File: config.mk
export PLATFORM = sky130hd
export DESIGN_NAME = menu_select_fsm_flat
export DESIGN_NICKNAME = d
export VERILOG_FILES = /design/src/rtl/menu_select_fsm_if.sv /design/src/rtl/menu_select_fsm.sv /design/src/flat_wrapper.sv
export SDC_FILE = /design/constraint.sdc
export NUM_CORES = 1
export LEC_CHECK = 0
export ABC_AREA = 1
export CORE_AREA = 8 8 45 47
export DETAILED_ROUTE_END_ITERATION = 16
export DIE_AREA = 0 0 53 55
export HOLD_SLACK_MARGIN = 0.03
export PLACE_DENSITY = 0.7
export SYNTH_ARGS = -nofsm -noshare
export SYNTH_HDL_FRONTEND = slang
export SYNTH_SLANG_ARGS = --single-unit
File: constraint.sdc
create_clock -name clk -period 1.1 [get_ports clk]
set_input_delay 0.11 -clock clk [delete_from_list [all_inputs] [get_ports clk]]
set_output_delay 0.11 -clock clk [all_outputs]
set_load 0.02 [all_outputs]
File: src/rtl/menu_select_fsm_if.sv
// menu_select_fsm_if: button inputs and menu status outputs of the song-select menu.
// Ports (signals, named from the FSM's point of view):
//   i_up, i_down, i_enter, i_back, i_done : level button / game-status inputs
//   o_menu_state : 00 MENU, 01 LAUNCH, 10 IN_GAME
//   o_cursor     : highlighted song index
//   o_song       : song latched at selection
//   o_start_pulse: one-cycle game-reset strobe
//   o_in_game    : high while in IN_GAME
interface menu_select_fsm_if #(
    parameter int SONG_W = 2
);
    logic              i_up;
    logic              i_down;
    logic              i_enter;
    logic              i_back;
    logic              i_done;
    logic [1:0]        o_menu_state;
    logic [SONG_W-1:0] o_cursor;
    logic [SONG_W-1:0] o_song;
    logic              o_start_pulse;
    logic              o_in_game;
    modport master (
        output i_up, i_down, i_enter, i_back, i_done,
        input  o_menu_state, o_cursor, o_song, o_start_pulse, o_in_game
    );
    modport slave (
        input  i_up, i_down, i_enter, i_back, i_done,
        output o_menu_state, o_cursor, o_song, o_start_pulse, o_in_game
    );
endinterface

File: src/rtl/menu_select_fsm.sv
// menu_select_fsm: song-select menu with cursor, launch strobe and in-game tracking.
// Ports:
//   clk       : sole clock, rising edge
//   i_reset_n : synchronous active-low reset
//   bus       : menu_select_fsm_if.slave (buttons in, state/cursor/song/strobe out)
module menu_select_fsm #(
    parameter int NUM_SONGS    = 3,
    parameter int SONG_W       = 2,
    parameter int WRAP         = 0,
    parameter int REPEAT_TICKS = 0
) (
    input logic              clk,
    input logic              i_reset_n,
    menu_select_fsm_if.slave bus
);
    localparam int CW = (REPEAT_TICKS > 0) ? $clog2(REPEAT_TICKS + 1) : 1;
    localparam bit REP_EN = (REPEAT_TICKS > 0);
    localparam logic [SONG_W-1:0] LAST = SONG_W'(NUM_SONGS - 1);

    typedef enum logic [1:0] {
        MENU    = 2'b00,
        LAUNCH  = 2'b01,
        IN_GAME = 2'b10
    } state_t;

    state_t            r_state, w_state_nxt;
    logic [SONG_W-1:0] r_cursor, w_cursor_nxt;
    logic [SONG_W-1:0] r_song, w_song_nxt;
    logic [CW-1:0]     r_cnt, w_cnt_nxt, w_cnt_inc;
    logic              r_arm, w_arm_nxt;
    logic              r_up_q, r_down_q, r_enter_q;
    logic              w_up_press, w_dn_press, w_enter_press;
    logic              w_one, w_press_one, w_rep, w_fire;

    assign w_up_press    = bus.i_up & ~r_up_q;
    assign w_dn_press    = bus.i_down & ~r_down_q;
    assign w_enter_press = bus.i_enter & ~r_enter_q;
    assign w_one         = bus.i_up ^ bus.i_down;
    // a fresh press of the only button held; simultaneous up/down never steps
    assign w_press_one   = (w_up_press & ~bus.i_down) | (w_dn_press & ~bus.i_up);
    assign w_cnt_inc     = r_cnt + CW'(1);
    // auto-repeat only continues a hold that began with a real press (r_arm),
    // so buttons carried through reset or a game return never repeat
    assign w_rep         = REP_EN && r_arm && w_one && !w_press_one && (w_cnt_inc == CW'(REPEAT_TICKS));
    assign w_fire        = w_press_one | w_rep;

    always_comb begin
        w_state_nxt  = r_state;
        w_cursor_nxt = r_cursor;
        w_song_nxt   = r_song;
        w_cnt_nxt    = '0;
        w_arm_nxt    = 1'b0;
        case (r_state)
            MENU: begin
                if (w_enter_press) begin
                    w_state_nxt = LAUNCH;
                    w_song_nxt  = r_cursor;
                end else begin
                    if (w_fire && bus.i_up)
                        w_cursor_nxt = (r_cursor == '0) ? ((WRAP != 0) ? LAST : '0) : r_cursor - SONG_W'(1);
                    if (w_fire && bus.i_down)
                        w_cursor_nxt = (r_cursor == LAST) ? ((WRAP != 0) ? '0 : LAST) : r_cursor + SONG_W'(1);
                    if (REP_EN && w_one && (w_press_one || r_arm)) begin
                        w_arm_nxt = 1'b1;
                        w_cnt_nxt = w_fire ? '0 : w_cnt_inc;
                    end
                end
            end
            LAUNCH:  w_state_nxt = IN_GAME;
            IN_GAME: w_state_nxt = (bus.i_done || bus.i_back) ? MENU : IN_GAME;
            default: w_state_nxt = MENU;
        endcase
    end

    always_ff @(posedge clk) begin
        if (!i_reset_n) begin
            r_state   <= MENU;
            r_cursor  <= '0;
            r_song    <= '0;
            r_cnt     <= '0;
            r_arm     <= 1'b0;
            r_up_q    <= 1'b1;
            r_down_q  <= 1'b1;
            r_enter_q <= 1'b1;
        end else begin
            r_state   <= w_state_nxt;
            r_cursor  <= w_cursor_nxt;
            r_song    <= w_song_nxt;
            r_cnt     <= w_cnt_nxt;
            r_arm     <= w_arm_nxt;
            r_up_q    <= bus.i_up;
            r_down_q  <= bus.i_down;
            r_enter_q <= bus.i_enter;
        end
    end

    assign bus.o_menu_state  = r_state;
    assign bus.o_cursor      = r_cursor;
    assign bus.o_song        = r_song;
    assign bus.o_start_pulse = (r_state == LAUNCH);
    assign bus.o_in_game     = (r_state == IN_GAME);
endmodule
File: src/flat_wrapper.sv
// flat-port wrapper written by rule: the top's interface ports become plain ports
module menu_select_fsm_flat 
#(
    parameter int NUM_SONGS    = 3,
    parameter int SONG_W       = 2,
    parameter int WRAP         = 0,
    parameter int REPEAT_TICKS = 0
)
  (clk, i_reset_n, bus_i_up, bus_i_down, bus_i_enter, bus_i_back, bus_i_done, bus_o_menu_state, bus_o_cursor, bus_o_song, bus_o_start_pulse, bus_o_in_game);
  menu_select_fsm_if #(.SONG_W(SONG_W)) bus_i ();
  input logic clk;
  input logic i_reset_n;
  input wire logic [$bits(bus_i.i_up)-1:0] bus_i_up;
  input wire logic [$bits(bus_i.i_down)-1:0] bus_i_down;
  input wire logic [$bits(bus_i.i_enter)-1:0] bus_i_enter;
  input wire logic [$bits(bus_i.i_back)-1:0] bus_i_back;
  input wire logic [$bits(bus_i.i_done)-1:0] bus_i_done;
  output wire logic [$bits(bus_i.o_menu_state)-1:0] bus_o_menu_state;
  output wire logic [$bits(bus_i.o_cursor)-1:0] bus_o_cursor;
  output wire logic [$bits(bus_i.o_song)-1:0] bus_o_song;
  output wire logic [$bits(bus_i.o_start_pulse)-1:0] bus_o_start_pulse;
  output wire logic [$bits(bus_i.o_in_game)-1:0] bus_o_in_game;
  assign bus_i.i_up = bus_i_up;
  assign bus_i.i_down = bus_i_down;
  assign bus_i.i_enter = bus_i_enter;
  assign bus_i.i_back = bus_i_back;
  assign bus_i.i_done = bus_i_done;
  assign bus_o_menu_state = bus_i.o_menu_state;
  assign bus_o_cursor = bus_i.o_cursor;
  assign bus_o_song = bus_i.o_song;
  assign bus_o_start_pulse = bus_i.o_start_pulse;
  assign bus_o_in_game = bus_i.o_in_game;
  menu_select_fsm #(.NUM_SONGS(NUM_SONGS), .SONG_W(SONG_W), .WRAP(WRAP), .REPEAT_TICKS(REPEAT_TICKS)) u_core (.clk(clk), .i_reset_n(i_reset_n), .bus(bus_i));
endmodule
==> run summary, run 1 <==
Worst path slowest cell = dfxtp_4
fin util = 48.55%
Initial DRC Count = 2
H-Tree Depth = 1
crit path max fanout = 3
Worst R2R Path Depth = 6
Pleak = 0.3573 nW
Syn-to-layout area delta = 55.20%
Slew headroom = 81.84%
gr usage total = 7.010%
post-route DRC violation count = 0
Least-Margin Pin Slew = 0.2715 ns
Finished Layout Cells = 99
Power Dens Cells = 1080 nW/µm²
Peak VDD IR = 0.5448 mV
Final setup viols = 0
num rows = 14
register bit total from synthesis = 9
min-delay src = u_core.bus.o_song[1]$_SDFFE_PN0P_
Mapped Avg Cell Area = 7.215 µm²
origin of the worst setup path = u_core.bus.o_cursor[1]$_SDFFE_PN0P_
mux contribution to synthesized area = 0%
Reg2Reg Capture Point = u_core.bus.o_cursor[1]$_SDFFE_PN0P_
crit-path cells = dlygate4sd2_1
Post-Synth XOR/XNOR Area = 0%
Final Wtd Congestion = 0.8130
DIE HEIGHT = 55 µm
ANT nets after route = 0
most common cell after layout, fill and taps aside = nand2_1
Post-Synth Adder-Cell Area = 8.671%
maxcap violations = 0
DP Wirelength = 748 µm
Distinct cells, synth = 13
GRT overflow = 0
Final Critical Period = 1.043 ns
critical path class = flip-flop to output pin
vias in the first global route = 373
max incr delay on CP = 0.34 ns
RSZ-0062 raised after global routing = yes
largest net degree at the start of global routing = 9
placed instance area = 640.6 µm²
clock slew at reported path FFs = 0.06 ns
Final Cell Area = 671.9 µm²
Root Buffer = clkbuf_4
grt peak-use layer = met2
port bufs = 14
Routed Wire Length = 894 µm
Syn Inst Count = 60
CTS buffer count = 3
met1 Use GR = 6.575%
Fillers = 150
crit path buf inv count = 1
fin crit share = 94.82%
final slew viol count = 0
CP Depth = 1
Initial Utilization = 31.28%
Clock Latency Late Sink = 0.26 ns
met2 usage = 11.13%
RR Startpoint = u_core.bus.o_cursor[1]$_SDFFE_PN0P_
DR vias/cell = 4.222
status = complete, no violations
Synthesized Nets = 70
die width = 53 µm
clock tree from TritonCTS = yes
first-pass GRT wire length = 1469 µm
total die area = 2915 µm²
DR vias = 418
r2r setup slk = 0.07 ns
Synth Area in Simple Gates = 36.71%
commonest non-fill, non-tap cells in the layout = 13 x nand2_1, 9 x nor2_1, 7 x inv_1
CP Capture Type = output pin
FMAX = 958.7 MHz
# diodes = 0
Compound-Gate Fraction of Synth Area = 3.468%
Worst EP required = 0.99 ns
Area contributors post-synth = dfxtp_1 42%, nand2_1 11%, nor2_1 9.5%
Inst Count DP = 95
Seq/Total Area, Yosys = 41.62%
family with the most delay on the worst path = flip-flops
layout cells sized above 1 = 32.53%
routed len/inst = 9.030 µm
Global Route met3 Usage = 4.278%
final net count = 94
crit path launch type = flip-flop
Critical path destination = bus_o_cursor[1]
critical path arrival = 0.93 ns
post-synth top area cell = dfxtp_1
mapped cell area = 432.9 µm²
post-synth top area share = 41.62%
worst min path class = flip-flop to flip-flop
I/O pin cnt = 15
core area = 1384 µm²
initial antenna violation count = 0
Ys Warns = 0
1st-pass router iterations = 2
CTS sink cnt = 9
Clock Skew = 0.001635 ns
largest family of logic cells by synthesized area = simple AND/OR/NAND/NOR gates
Hold Vio Cnt, Final = 0
CTS Buffer Depth = 2
worst min path at each step:
stage	endpoint	depth (start not counted)	slack [ns]
3_3_place_gp	u_core.bus.o_song[0]$_SDFFE_PN0P_	2	0.46
6_report	u_core.bus.o_song[1]$_SDFFE_PN0P_	2	0.48
5_1_grt	u_core.r_up_q$_SDFF_PN1_	3	0.50
3_5_place_dp	u_core.bus.o_song[1]$_SDFFE_PN0P_	2	0.48
4_1_cts	u_core.r_up_q$_SDFF_PN1_	3	0.48
2_1_floorplan	u_core.r_down_q$_SDFF_PN1_	1	0.18
registers in the layout (all words and copies together) (netlist names):
name / flops
u_core.bus.o_song: 2
u_core.r_enter_q: 1
u_core.r_down_q: 1
u_core.r_up_q: 1
u_core.bus.o_menu_state: 2
u_core.bus.o_cursor: 2
metal layers:
layer	up-vias	wire [µm]
met3	2	103
met5	-	0
met1	173	402
li1	229	-
met2	14	363
met4	0	25
synth_stat cells (all sizes together):
| cell type | count |
|---|---|
| a21oi | 1 |
| o21ai | 2 |
| nand2 | 14 |
| ha | 3 |
| nor2 | 15 |
| dfxtp | 9 |
| nand3 | 3 |
| nand4 | 2 |
| inv | 11 |
cells by family after synthesis:
group           Yosys count
simple gates             34
buf+inv                  11
flops                     9
compound gates            3
fa+ha+maj                 3
what timing repair did:
item,CTS,global route
setup buffers,0,0
pin swaps,0,4
gates resized for setup,15,6
setup endpoints to repair,8,6
hold buffers,0,0
area by class of cell:
| cell class | instances | area [µm²] | area share [%] |
|---|---|---|---|
| clock buffer | 4 | 26.28 | 3.911 |
| inverter | 11 | 41.29 | 6.145 |
| multi-input combinational | 40 | 229.0 | 34.08 |
| sequential | 9 | 188.9 | 28.12 |
| tap | 16 | 20.02 | 2.980 |
| timing repair buffer | 19 | 166.4 | 24.77 |
power by group:
group,internal [W],switching (W)
combinational,0.0000606,0.0000675
sequential,0.000340,0.00000838
clock,0.000139,0.000110
total,0.000540,0.000186
per-stage QoR:
step | hold WS (ns) | total power [W] | setup TNS (ns) | setup WS (ns)
after global placement | 0.4611 | 0.0004851 | -0.5774 | -0.1236
final | 0.4798 | 0.0007256 | 0 | 0.05694
after CTS | 0.4813 | 0.0007368 | 0 | 0.005954
after floorplan | 0.1787 | 0.0004198 | 0 | 0.01940
after detailed placement | 0.4795 | 0.0004871 | -0.6535 | -0.1503
after global routing | 0.5009 | 0.0007857 | -0.004243 | -0.004243
Note: power is estimated with default switching activity, not from simulation.
==> run 2, diff against run 1 <==
--- a/config.mk
+++ b/config.mk
@@ -9,8 +9,10 @@
 export CORE_AREA = 8 8 45 47
 export DETAILED_ROUTE_END_ITERATION = 16
 export DIE_AREA = 0 0 53 55
+export GPL_ROUTABILITY_DRIVEN = 0
 export HOLD_SLACK_MARGIN = 0.03
 export PLACE_DENSITY = 0.7
+export RECOVER_POWER = 50
 export SYNTH_ARGS = -nofsm -noshare
 export SYNTH_HDL_FRONTEND = slang
 export SYNTH_SLANG_ARGS = --single-unit
==> run summary, run 2 (same netlist as run 1, synthesis figures left out) <==
routed len/inst = 9.030 µm (unchanged)
crit path buf inv count = 1 (unchanged)
I/O pin cnt = 15 (unchanged)
Initial DRC Count = 2 (unchanged)
CTS sink cnt = 9 (unchanged)
grt peak-use layer = met2
CTS Buffer Depth = 2 (unchanged)
most common cell after layout, fill and taps aside = nand2_1
final slew viol count = 0 (unchanged)
r2r setup slk = 0.07 ns (about the same)
Worst path slowest cell = dfxtp_4
Peak VDD IR = 0.5448 mV (about the same)
met1 Use GR = 6.575% (unchanged)
gr usage total = 7.010% (unchanged)
Pleak = 0.3575 nW (about the same)
GRT overflow = 0 (unchanged)
Global Route met3 Usage = 4.278% (unchanged)
Root Buffer = clkbuf_4
1st-pass router iterations = 2 (unchanged)
initial antenna violation count = 0 (unchanged)
clock tree from TritonCTS = yes
final net count = 94 (unchanged)
CTS buffer count = 3 (unchanged)
largest net degree at the start of global routing = 9 (unchanged)
layout cells sized above 1 = 32.53% (unchanged)
maxcap violations = 0 (unchanged)
fin crit share = 94.82% (unchanged)
Initial Utilization = 31.28% (unchanged)
clock slew at reported path FFs = 0.06 ns (about the same)
# diodes = 0 (unchanged)
DR vias/cell = 4.222 (unchanged)
FMAX = 958.7 MHz (unchanged)
crit path max fanout = 3 (unchanged)
ANT nets after route = 0 (unchanged)
num rows = 14 (unchanged)
CP Capture Type = output pin
Power Dens Cells = 1079 nW/µm² (about the same)
first-pass GRT wire length = 1469 µm (unchanged)
RSZ-0062 raised after global routing = yes
Hold Vio Cnt, Final = 0 (unchanged)
status = complete, no violations
crit-path cells = dlygate4sd2_1
family with the most delay on the worst path = flip-flops
DP Wirelength = 748 µm (unchanged)
die width = 53 µm (unchanged)
post-route DRC violation count = 0 (unchanged)
Routed Wire Length = 894 µm (unchanged)
commonest non-fill, non-tap cells in the layout = 13 x nand2_1, 9 x nor2_1, 7 x inv_1
critical path arrival = 0.93 ns (about the same)
Clock Skew = 0.001635 ns (unchanged)
Clock Latency Late Sink = 0.26 ns (about the same)
Fin Hold WS = 0.4798 ns (unchanged)
max incr delay on CP = 0.34 ns (about the same)
H-Tree Depth = 1 (unchanged)
Least-Margin Pin Slew = 0.2765 ns (+0.004983 ns)
DR vias = 418 (unchanged)
Final setup viols = 0 (unchanged)
port bufs = 14 (unchanged)
met2 usage = 11.13% (unchanged)
critical path class = flip-flop to output pin
core area = 1384 µm² (unchanged)
DIE HEIGHT = 55 µm (unchanged)
Final Critical Period = 1.043 ns (unchanged)
total die area = 2915 µm² (unchanged)
Syn-to-layout area delta = 55.20% (unchanged)
Worst EP required = 0.99 ns (about the same)
Slew headroom = 81.51% (-0.34 points)
worst min path class = flip-flop to flip-flop
vias in the first global route = 373 (unchanged)
crit path launch type = flip-flop
TNS Setup = 0 ns (unchanged)
run 2: cell types whose count changed in the layout (fill, tap and decap cells not counted), sizes merged:
| cell | change |
|---|---|
| clkdlybuf4s50 | -1 |
| dlygate4sd3 | +1 |
run 2: area by class of cell:
cell class                 instances  area, µm²
sequential                         9      188.9
fill                             150      711.9
timing repair buffer              19      166.4
tap                               16      20.02
multi-input combinational         40      229.0
clock buffer                       4      26.28
inverter                          11      41.29
run 2: worst paths after layout:
kind                                       startpoint  depth (start not counted)                             endpoint
setup / recovery  u_core.bus.o_cursor[1]$_SDFFE_PN0P_                          1                      bus_o_cursor[1]
hold / removal      u_core.bus.o_song[1]$_SDFFE_PN0P_                          2    u_core.bus.o_song[1]$_SDFFE_PN0P_
setup reg to reg  u_core.bus.o_cursor[1]$_SDFFE_PN0P_                          6  u_core.bus.o_cursor[1]$_SDFFE_PN0P_
hold reg to reg     u_core.bus.o_song[1]$_SDFFE_PN0P_                          2    u_core.bus.o_song[1]$_SDFFE_PN0P_
run 2: power by group:
| part | switching, W | internal [W] |
|---|---|---|
| sequential | 0.00000839 | 0.000340 |
| clock | 0.000110 | 0.000139 |
| combinational | 0.0000675 | 0.0000599 |
| total | 0.000186 | 0.000539 |
run 2: what timing repair did:
item,in CTS,in global routing
setup endpoints to repair,8,6
pin swaps,0,4
gates resized for setup,15,6
setup buffers,0,0
hold buffers,0,0
run 2: layer usage:
| layer | vias to the layer above | share of wire, % |
|---|---|---|
| li1 | 229 | - |
| met5 | - | 0 |
| met1 | 173 | 45 |
| met2 | 14 | 41 |
| met3 | 2 | 11 |
| met4 | 0 | 2.8 |
run 2: per-stage QoR:
stage	util, %	instance area (µm²)	power (W)	std cells	worst slack [ns]
2_1_floorplan	-	442.9	0.0004198	60	0.01940
3_3_place_gp	46.29	640.6	0.0004851	95	-0.1236
3_5_place_dp	46.29	640.6	0.0004871	95	-0.1503
4_1_cts	47.02	650.6	0.0007368	99	0.005954
5_1_grt	48.55	671.9	0.0007850	99	-0.004243
6_report	48.55	671.9	0.0007249	99	0.05694
